### config.mk
export PLATFORM = sky130hd
export DESIGN_NAME = hazard_ctrl
export DESIGN_NICKNAME = d
export VERILOG_FILES = /design/src/rtl/hazard_ctrl_pkg.sv /design/src/rtl/hazard_cmp.sv /design/src/rtl/hazard_ctrl.sv
export SDC_FILE = /design/constraint.sdc
export NUM_CORES = 1
export LEC_CHECK = 0
export BUFFER_PORTS_ARGS = -buffer_cell sky130_fd_sc_hd__buf_2
export CAP_MARGIN = 20
export CORE_MARGIN = 5
export CORE_UTILIZATION = 55
export DETAILED_ROUTE_END_ITERATION = 7
export GPL_TIMING_DRIVEN = 0
export HOLD_SLACK_MARGIN = 0.06
export PLACE_DENSITY = 0.83
export SLEW_MARGIN = 20
export SYNTH_ARGS = -nofsm -noshare
export SYNTH_HDL_FRONTEND = slang
export SYNTH_SLANG_ARGS = --single-unit
### constraint.sdc
create_clock -name clk -period 7 [get_ports clk]
set_input_delay 1.4 -clock clk [delete_from_list [all_inputs] [get_ports clk]]
set_output_delay 1.4 -clock clk [all_outputs]
set_load 0.02 [all_outputs]
### src/rtl/hazard_ctrl_pkg.sv
// hazard_ctrl_pkg: shared types for the pipeline hazard controller.
// Holds the opcode and register-index types, the FSM state type, the
// shadow-slot record and the operand-usage helpers.
package hazard_ctrl_pkg;

    localparam int REG_ADDR_W = 5;

    typedef logic [REG_ADDR_W-1:0] reg_addr_t;

    // The decoder marks an unused register field with REG_UNKNOWN. It shares
    // x0's encoding, so either value means "no dependency".
    localparam reg_addr_t REG_UNKNOWN = '0;

    typedef enum logic [3:0] {
        LUI,
        AUIPC,
        JAL,
        JALR,
        BRANCH,
        LOAD,
        STORE,
        ARITHMETIC_IMM,
        ARITHMETIC_REG,
        SYSTEM
    } opcode_t;

    typedef enum logic [1:0] {
        RUN,
        RAW_STALL,
        MEM_WAIT
    } hz_state_t;

    // One shadow of a downstream pipeline register: enough to know whether
    // it will write a register, which one, and whether the value is a load.
    typedef struct packed {
        logic      valid;
        logic      is_load;
        reg_addr_t rd;
    } slot_t;

    localparam slot_t SLOT_EMPTY = '0;

    function automatic logic uses_rs1(input opcode_t op);
        return (op == LOAD) || (op == STORE) || (op == ARITHMETIC_IMM) ||
               (op == ARITHMETIC_REG) || (op == BRANCH) || (op == JALR);
    endfunction

    function automatic logic uses_rs2(input opcode_t op);
        return (op == STORE) || (op == ARITHMETIC_REG) || (op == BRANCH);
    endfunction

endpackage

### src/rtl/hazard_cmp.sv
// hazard_cmp: compares one source register of the ID instruction against
// one shadow slot. Purely combinational; one instance per rs/slot pair.
module hazard_cmp
    import hazard_ctrl_pkg::*;
#(
    parameter int ADDR_W = REG_ADDR_W
)(
    input  logic [ADDR_W-1:0] rs,
    input  logic              rs_used,
    input  slot_t             slot,
    input  logic              slot_en,
    input  logic              load_only,
    output logic              hit
);

    logic [ADDR_W-1:0] slot_rd;

    assign slot_rd = ADDR_W'(slot.rd);

    // Flag a dependency only for a live, writing slot that the configuration cares about.
    always_comb begin
        hit = slot_en && rs_used && slot.valid &&
              (!load_only || slot.is_load) &&
              (slot_rd != '0) && (slot_rd != ADDR_W'(REG_UNKNOWN)) &&
              (rs == slot_rd);
    end

endmodule

### src/rtl/hazard_ctrl.sv
// hazard_ctrl: pipeline hazard controller. Tracks shadow copies of the
// EX/MEM/WB destination registers and produces stall/flush controls for
// memory waits, taken redirects and read-after-write hazards.
// Optional feature macro: HAZARD_FORWARD_EN (forwarding present, so only a
// load sitting in EX can cause a one-cycle load-use stall).
module hazard_ctrl
    import hazard_ctrl_pkg::*;
#(
    parameter int REG_ADDR_WIDTH = 5,
    parameter int CNT_WIDTH      = 32
)(
    input  logic                 clk,
    input  logic                 rst_n,
    input  logic                 id_valid_i,
    input  opcode_t              id_op_i,
    input  reg_addr_t            id_rd_i,
    input  reg_addr_t            id_rs1_i,
    input  reg_addr_t            id_rs2_i,
    input  logic                 ex_redirect_i,
    input  logic                 dmem_req_i,
    input  logic                 dmem_ready_i,
    output logic                 pc_stall_o,
    output logic                 if_id_stall_o,
    output logic                 ex_mem_stall_o,
    output logic                 if_id_flush_o,
    output logic                 id_ex_flush_o,
    output logic [CNT_WIDTH-1:0] stall_cnt_o
);

    // Slot index 0 = EX, 1 = MEM, 2 = WB. Bit i of these masks configures slot i.
    // WB is never a hazard source because the register file writes through.
`ifdef HAZARD_FORWARD_EN
    localparam logic [2:0] SLOT_EN        = 3'b001;
    localparam logic [2:0] SLOT_LOAD_ONLY = 3'b001;
`else
    localparam logic [2:0] SLOT_EN        = 3'b011;
    localparam logic [2:0] SLOT_LOAD_ONLY = 3'b000;
`endif

    hz_state_t               state;
    hz_state_t               state_next;
    slot_t                   slots [3];
    slot_t                   id_slot;
    logic [5:0]              hits;
    logic [REG_ADDR_WIDTH-1:0] rs_sel [2];
    logic [1:0]              rs_used;
    logic                    mem_wait;
    logic                    raw_hazard;
    logic                    insert_bubble;

    assign mem_wait      = dmem_req_i && !dmem_ready_i;
    assign rs_sel[0]     = REG_ADDR_WIDTH'(id_rs1_i);
    assign rs_sel[1]     = REG_ADDR_WIDTH'(id_rs2_i);
    assign rs_used[0]    = uses_rs1(id_op_i);
    assign rs_used[1]    = uses_rs2(id_op_i);
    assign raw_hazard    = id_valid_i && (|hits);
    assign insert_bubble = ex_redirect_i || raw_hazard;

    assign id_slot.valid   = id_valid_i;
    assign id_slot.is_load = (id_op_i == LOAD);
    assign id_slot.rd      = id_rd_i;

    for (genvar s = 0; s < 3; s++) begin : g_slot
        for (genvar r = 0; r < 2; r++) begin : g_rs
            hazard_cmp #(
                .ADDR_W (REG_ADDR_WIDTH)
            ) u_cmp (
                .rs        (rs_sel[r]),
                .rs_used   (rs_used[r]),
                .slot      (slots[s]),
                .slot_en   (SLOT_EN[s]),
                .load_only (SLOT_LOAD_ONLY[s]),
                .hit       (hits[s*2+r])
            );
        end
    end

    // State register; reset drops any stall or wait in progress.
    always_ff @(posedge clk or negedge rst_n) begin
        if (!rst_n) begin
            state <= RUN;
        end else begin
            state <= state_next;
        end
    end

    // Next state: memory wait dominates, a redirect clears any RAW stall.
    always_comb begin
        state_next = RUN;
        case (state)
            MEM_WAIT: begin
                state_next = mem_wait ? MEM_WAIT : RUN;
            end
            default: begin
                if (mem_wait) begin
                    state_next = MEM_WAIT;
                end else if (ex_redirect_i) begin
                    state_next = RUN;
                end else if (raw_hazard) begin
                    state_next = RAW_STALL;
                end else begin
                    state_next = RUN;
                end
            end
        endcase
    end

    // Stall/flush controls by priority wait > redirect > RAW; all quiet in reset.
    always_comb begin
        pc_stall_o     = 1'b0;
        if_id_stall_o  = 1'b0;
        ex_mem_stall_o = 1'b0;
        if_id_flush_o  = 1'b0;
        id_ex_flush_o  = 1'b0;
        if (rst_n) begin
            if (mem_wait) begin
                pc_stall_o     = 1'b1;
                if_id_stall_o  = 1'b1;
                ex_mem_stall_o = 1'b1;
            end else if (ex_redirect_i) begin
                if_id_flush_o  = 1'b1;
                id_ex_flush_o  = 1'b1;
            end else if (raw_hazard) begin
                pc_stall_o     = 1'b1;
                if_id_stall_o  = 1'b1;
                id_ex_flush_o  = 1'b1;
            end
        end
    end

    // Shadow slots shift down the pipe unless the memory stage is waiting.
    always_ff @(posedge clk or negedge rst_n) begin
        if (!rst_n) begin
            slots[0] <= SLOT_EMPTY;
            slots[1] <= SLOT_EMPTY;
            slots[2] <= SLOT_EMPTY;
        end else if (!mem_wait) begin
            slots[0] <= insert_bubble ? SLOT_EMPTY : id_slot;
            slots[1] <= slots[0];
            slots[2] <= slots[1];
        end
    end

    // Saturating count of cycles in which the PC is held.
    always_ff @(posedge clk or negedge rst_n) begin
        if (!rst_n) begin
            stall_cnt_o <= '0;
        end else if (pc_stall_o && (stall_cnt_o != '1)) begin
            stall_cnt_o <= stall_cnt_o + CNT_WIDTH'(1);
        end
    end

endmodule

==> results.md <==
- Final Total Pwr: ~0.57 mW
- Die W: 75.2 um
- PwrDens: around 200 nW/um^2
- GPL Wtd Cong: 0.891
- CTS Buf Count: 5
- Initial core utilization: a little under 60%
- Largest net degree at the start of global routing: 48
- Hold Path Depth: 2
- Worst Path Required: 5600 ps
- VDD IR max: 0.000164 V
- Crit share post-route: between 70% and 80%
- Slew margin rel.: about a third
- Switching Share: ~31%
- Remaining global-route overflow: 0
- Vias after detailed routing: about 1900
- Switch Pwr: around 0.18 mW
- Worst r2r dst: stall_cnt_o[1]
- Status: finished, final reports clean
- TNS Setup: 0 ps
- Htree depth: 2
- Hold Startpoint: slots[13]
- Hold_buf cts: 0
- Int Pwr: 0.391 mW
- Share of cells above drive strength 1: approximately 25%
- EDFF count, synth: 0
- Remaining DRCs: 0
- Die Ht: between 70 and 80 um
- Initial DRC count: about 130
- Synth top area share: 47.0%
- Yosys cell types: 34
- Wire length per cell: roughly 14 um
- CP Launch Type: primary input
- Yosys warning count: 0
- Clock power frac: between 20% and 30%
- Flop2flop setup slack: approximately 3700 ps
- CTS tree: built
- # IOs: 62
- Dominant cell type by area after synthesis: dfrtp_1
- Combinational power share: 21.7%
- GR Layer Usage met2: ~33%
- GRT busiest layer: met2
- Final min period: about 5000 ps
- Area of the core: between 4000 and 5000 um^2
- Reg2Reg Launch Point: stall_cnt_o[0]
- Synth Instances: around 250
- Nature of the critical path endpoint: primary output
- First-pass GRT wire length: ~8600 um
- Vias in the first global route: about 1900
- Worst-Margin Slew: 974 ps
- Post-CTS Setup Repair Bufs: 0
- Final Routed Wirelength: ~5200 um
- Fmax: roughly 0.20 GHz
- Site Rows: 23
- Resized cells post-CTS: 0
- Die Area: roughly 5700 um^2
- Most common cell in the synthesized netlist: dfrtp_1
- Share of synthesized flip-flops with an asynchronous set or reset: 100%
- Post-synth net total: approximately 270
- Mapped Area: between 2000 and 2500 um^2
- Layout fillers: approximately 340
- CTS root buf: clkbuf_8
- Antenna diode count: 0
- Layout Skew: roughly 4.4 ps
- Total GRT Usage: 20.0%
- Reg2reg path depth: 8
- #FFs+latches synth: 44
- HP Class: reg -> reg
- RSZ-0062 raised after global routing: no
- CP Data Arrival Time: ~3600 ps
- Drt pass-1 iters: 4
- Total of max-cap violations: 0
- Static Leak: 1.47 nW
- Fin nets: 339
- Flop pwr share: 54.0%
- Largest fanout on the critical path: 10
- Hpwl dp: around 3900 um
- Hold endpoint: slots[13]
- Final Hold Vio Count: 0
- Mean post-synth cell area: between 9 and 10 um^2
- Slew Limit Fails: 0
- Clk buf depth: 2
- Seq/Total Area, Yosys: between 40% and 50%
- Crit Path Class: in -> out
- Final setup fails: 0
- Input/output buffers: between 60 and 70
- Sink Count: 44
- GR Util met1: about a quarter
- Met3 Use GR: under 10%
- Clk_lat worst skew: between 200 and 300 ps
- Antenna violations before repair: 0
- Via density: roughly 5.4
- Largest cells by area after synthesis: dfrtp_1 47%, xor2_1 11%, xnor2_1 7.9%
- Area Overhead vs Synth: 18.8%
- Synth cell count leaders: 44 x dfrtp_1, 40 x nand2_1, 29 x xor2_1, 21 x xnor2_1, 19 x nand3_1
- Post-route ant nets: 0
- Reg clk slew, reported paths: roughly 70 ps
- Main flop type after synthesis: dfrtp_1
==> critical path: stages <==
cell and delay [ps]:
buf_2 110, nor4b_2 290, a21oi_1 90, or4_1 530, a21o_1 230, a2111oi_4 330, or2_2 160, buf_2 210
buf_4 140, buf_2 150
==> power by group through the flow <==
stage / Sequential, mW / Clock, mW / Combinational, mW
after global placement: 0.311 / 0 / 0.122
after CTS: 0.306 / 0.145 / 0.125
final: 0.307 / 0.139 / 0.124
after detailed placement: 0.311 / 0 / 0.125
after global routing: 0.311 / 0.157 / 0.136
after floorplan: 0.328 / 0 / 0.0575
==> placed cells by master, fill, tap and decap left out, types with 2 or more instances in the layout <==
| cell | instances |
|---|---|
| nor3_1 | 15 |
| nand4_1 | 7 |
| dfrtp_1 | 44 |
| nand3_1 | 19 |
| a21oi_1 | 2 |
| buf_4 | 2 |
| xnor2_1 | 21 |
| xor2_1 | 29 |
| clkbuf_8 | 5 |
| nor4_1 | 3 |
| nor2_1 | 17 |
| a21o_1 | 2 |
| and4_1 | 3 |
| buf_2 | 63 |
| inv_1 | 6 |
| clkbuf_1 | 2 |
| or4_1 | 2 |
| nand2_1 | 40 |
| o21ai_0 | 6 |
| and3_1 | 8 |
==> sequential cells by signal, summed over array words and instances (netlist names) <==
signal / count
slots: 12
stall_cnt_o: 32
==> layer usage <==
layer  up-vias  wire length, um
met1       923             2360
met4         0               46
met3         4              315
met5         -                0
li1        958                -
met2        52             2500
==> stage by stage <==
step | worst slack (ps) | hold slack (ps) | cells | util, % | instance area, um^2
finish | 1960 | 468 | 361 | 68.5 | 2780
CTS | 1960 | 467 | 361 | 68.5 | 2780
global route | 1830 | 484 | 361 | 68.5 | 2780
detailed placement | 1970 | 451 | 356 | 66.8 | 2710
global placement | 1990 | 446 | 356 | 66.8 | 2710
floorplan | 2280 | 432 | 245 | - | 2340
==> logic make-up (layout without fill, tap and decap cells) <==
| group | after synthesis | in the layout | share of synthesized area [%] |
|---|---|---|---|
| simple gates | 121 | 121 | 25.4 |
| xor+xnor | 51 | 51 | 19.4 |
| flops | 44 | 44 | 47.0 |
| compound gates | 15 | 15 | 4.86 |
| buf+inv | 12 | 78 | 2.24 |
| fa+ha+maj | 1 | 1 | 0.534 |
| mux | 1 | 1 | 0.481 |
==> cell type report <==
cell class                 count  area (um^2)  share of cell area (%)
inverter                       6         22.5                   0.810
tap                           50         62.6                    2.25
timing repair buffer          61          308                    11.1
multi-input combinational    189         1190                    42.7
buffer                         6         30.0                    1.08
sequential                    44         1100                    39.6
clock buffer                   5         68.8                    2.48
==> worst max path at each step <==
stage               startpoint          to  slack (ps)
floorplan           id_op_i[1]  pc_stall_o        2280
global placement    id_op_i[1]  pc_stall_o        1990
detailed placement  id_op_i[1]  pc_stall_o        1970
CTS                 id_op_i[1]  pc_stall_o        1960
global route        id_op_i[1]  pc_stall_o        1830
finish              id_op_i[1]  pc_stall_o        1960
No activity file was read; power rests on OpenSTA's default activity.
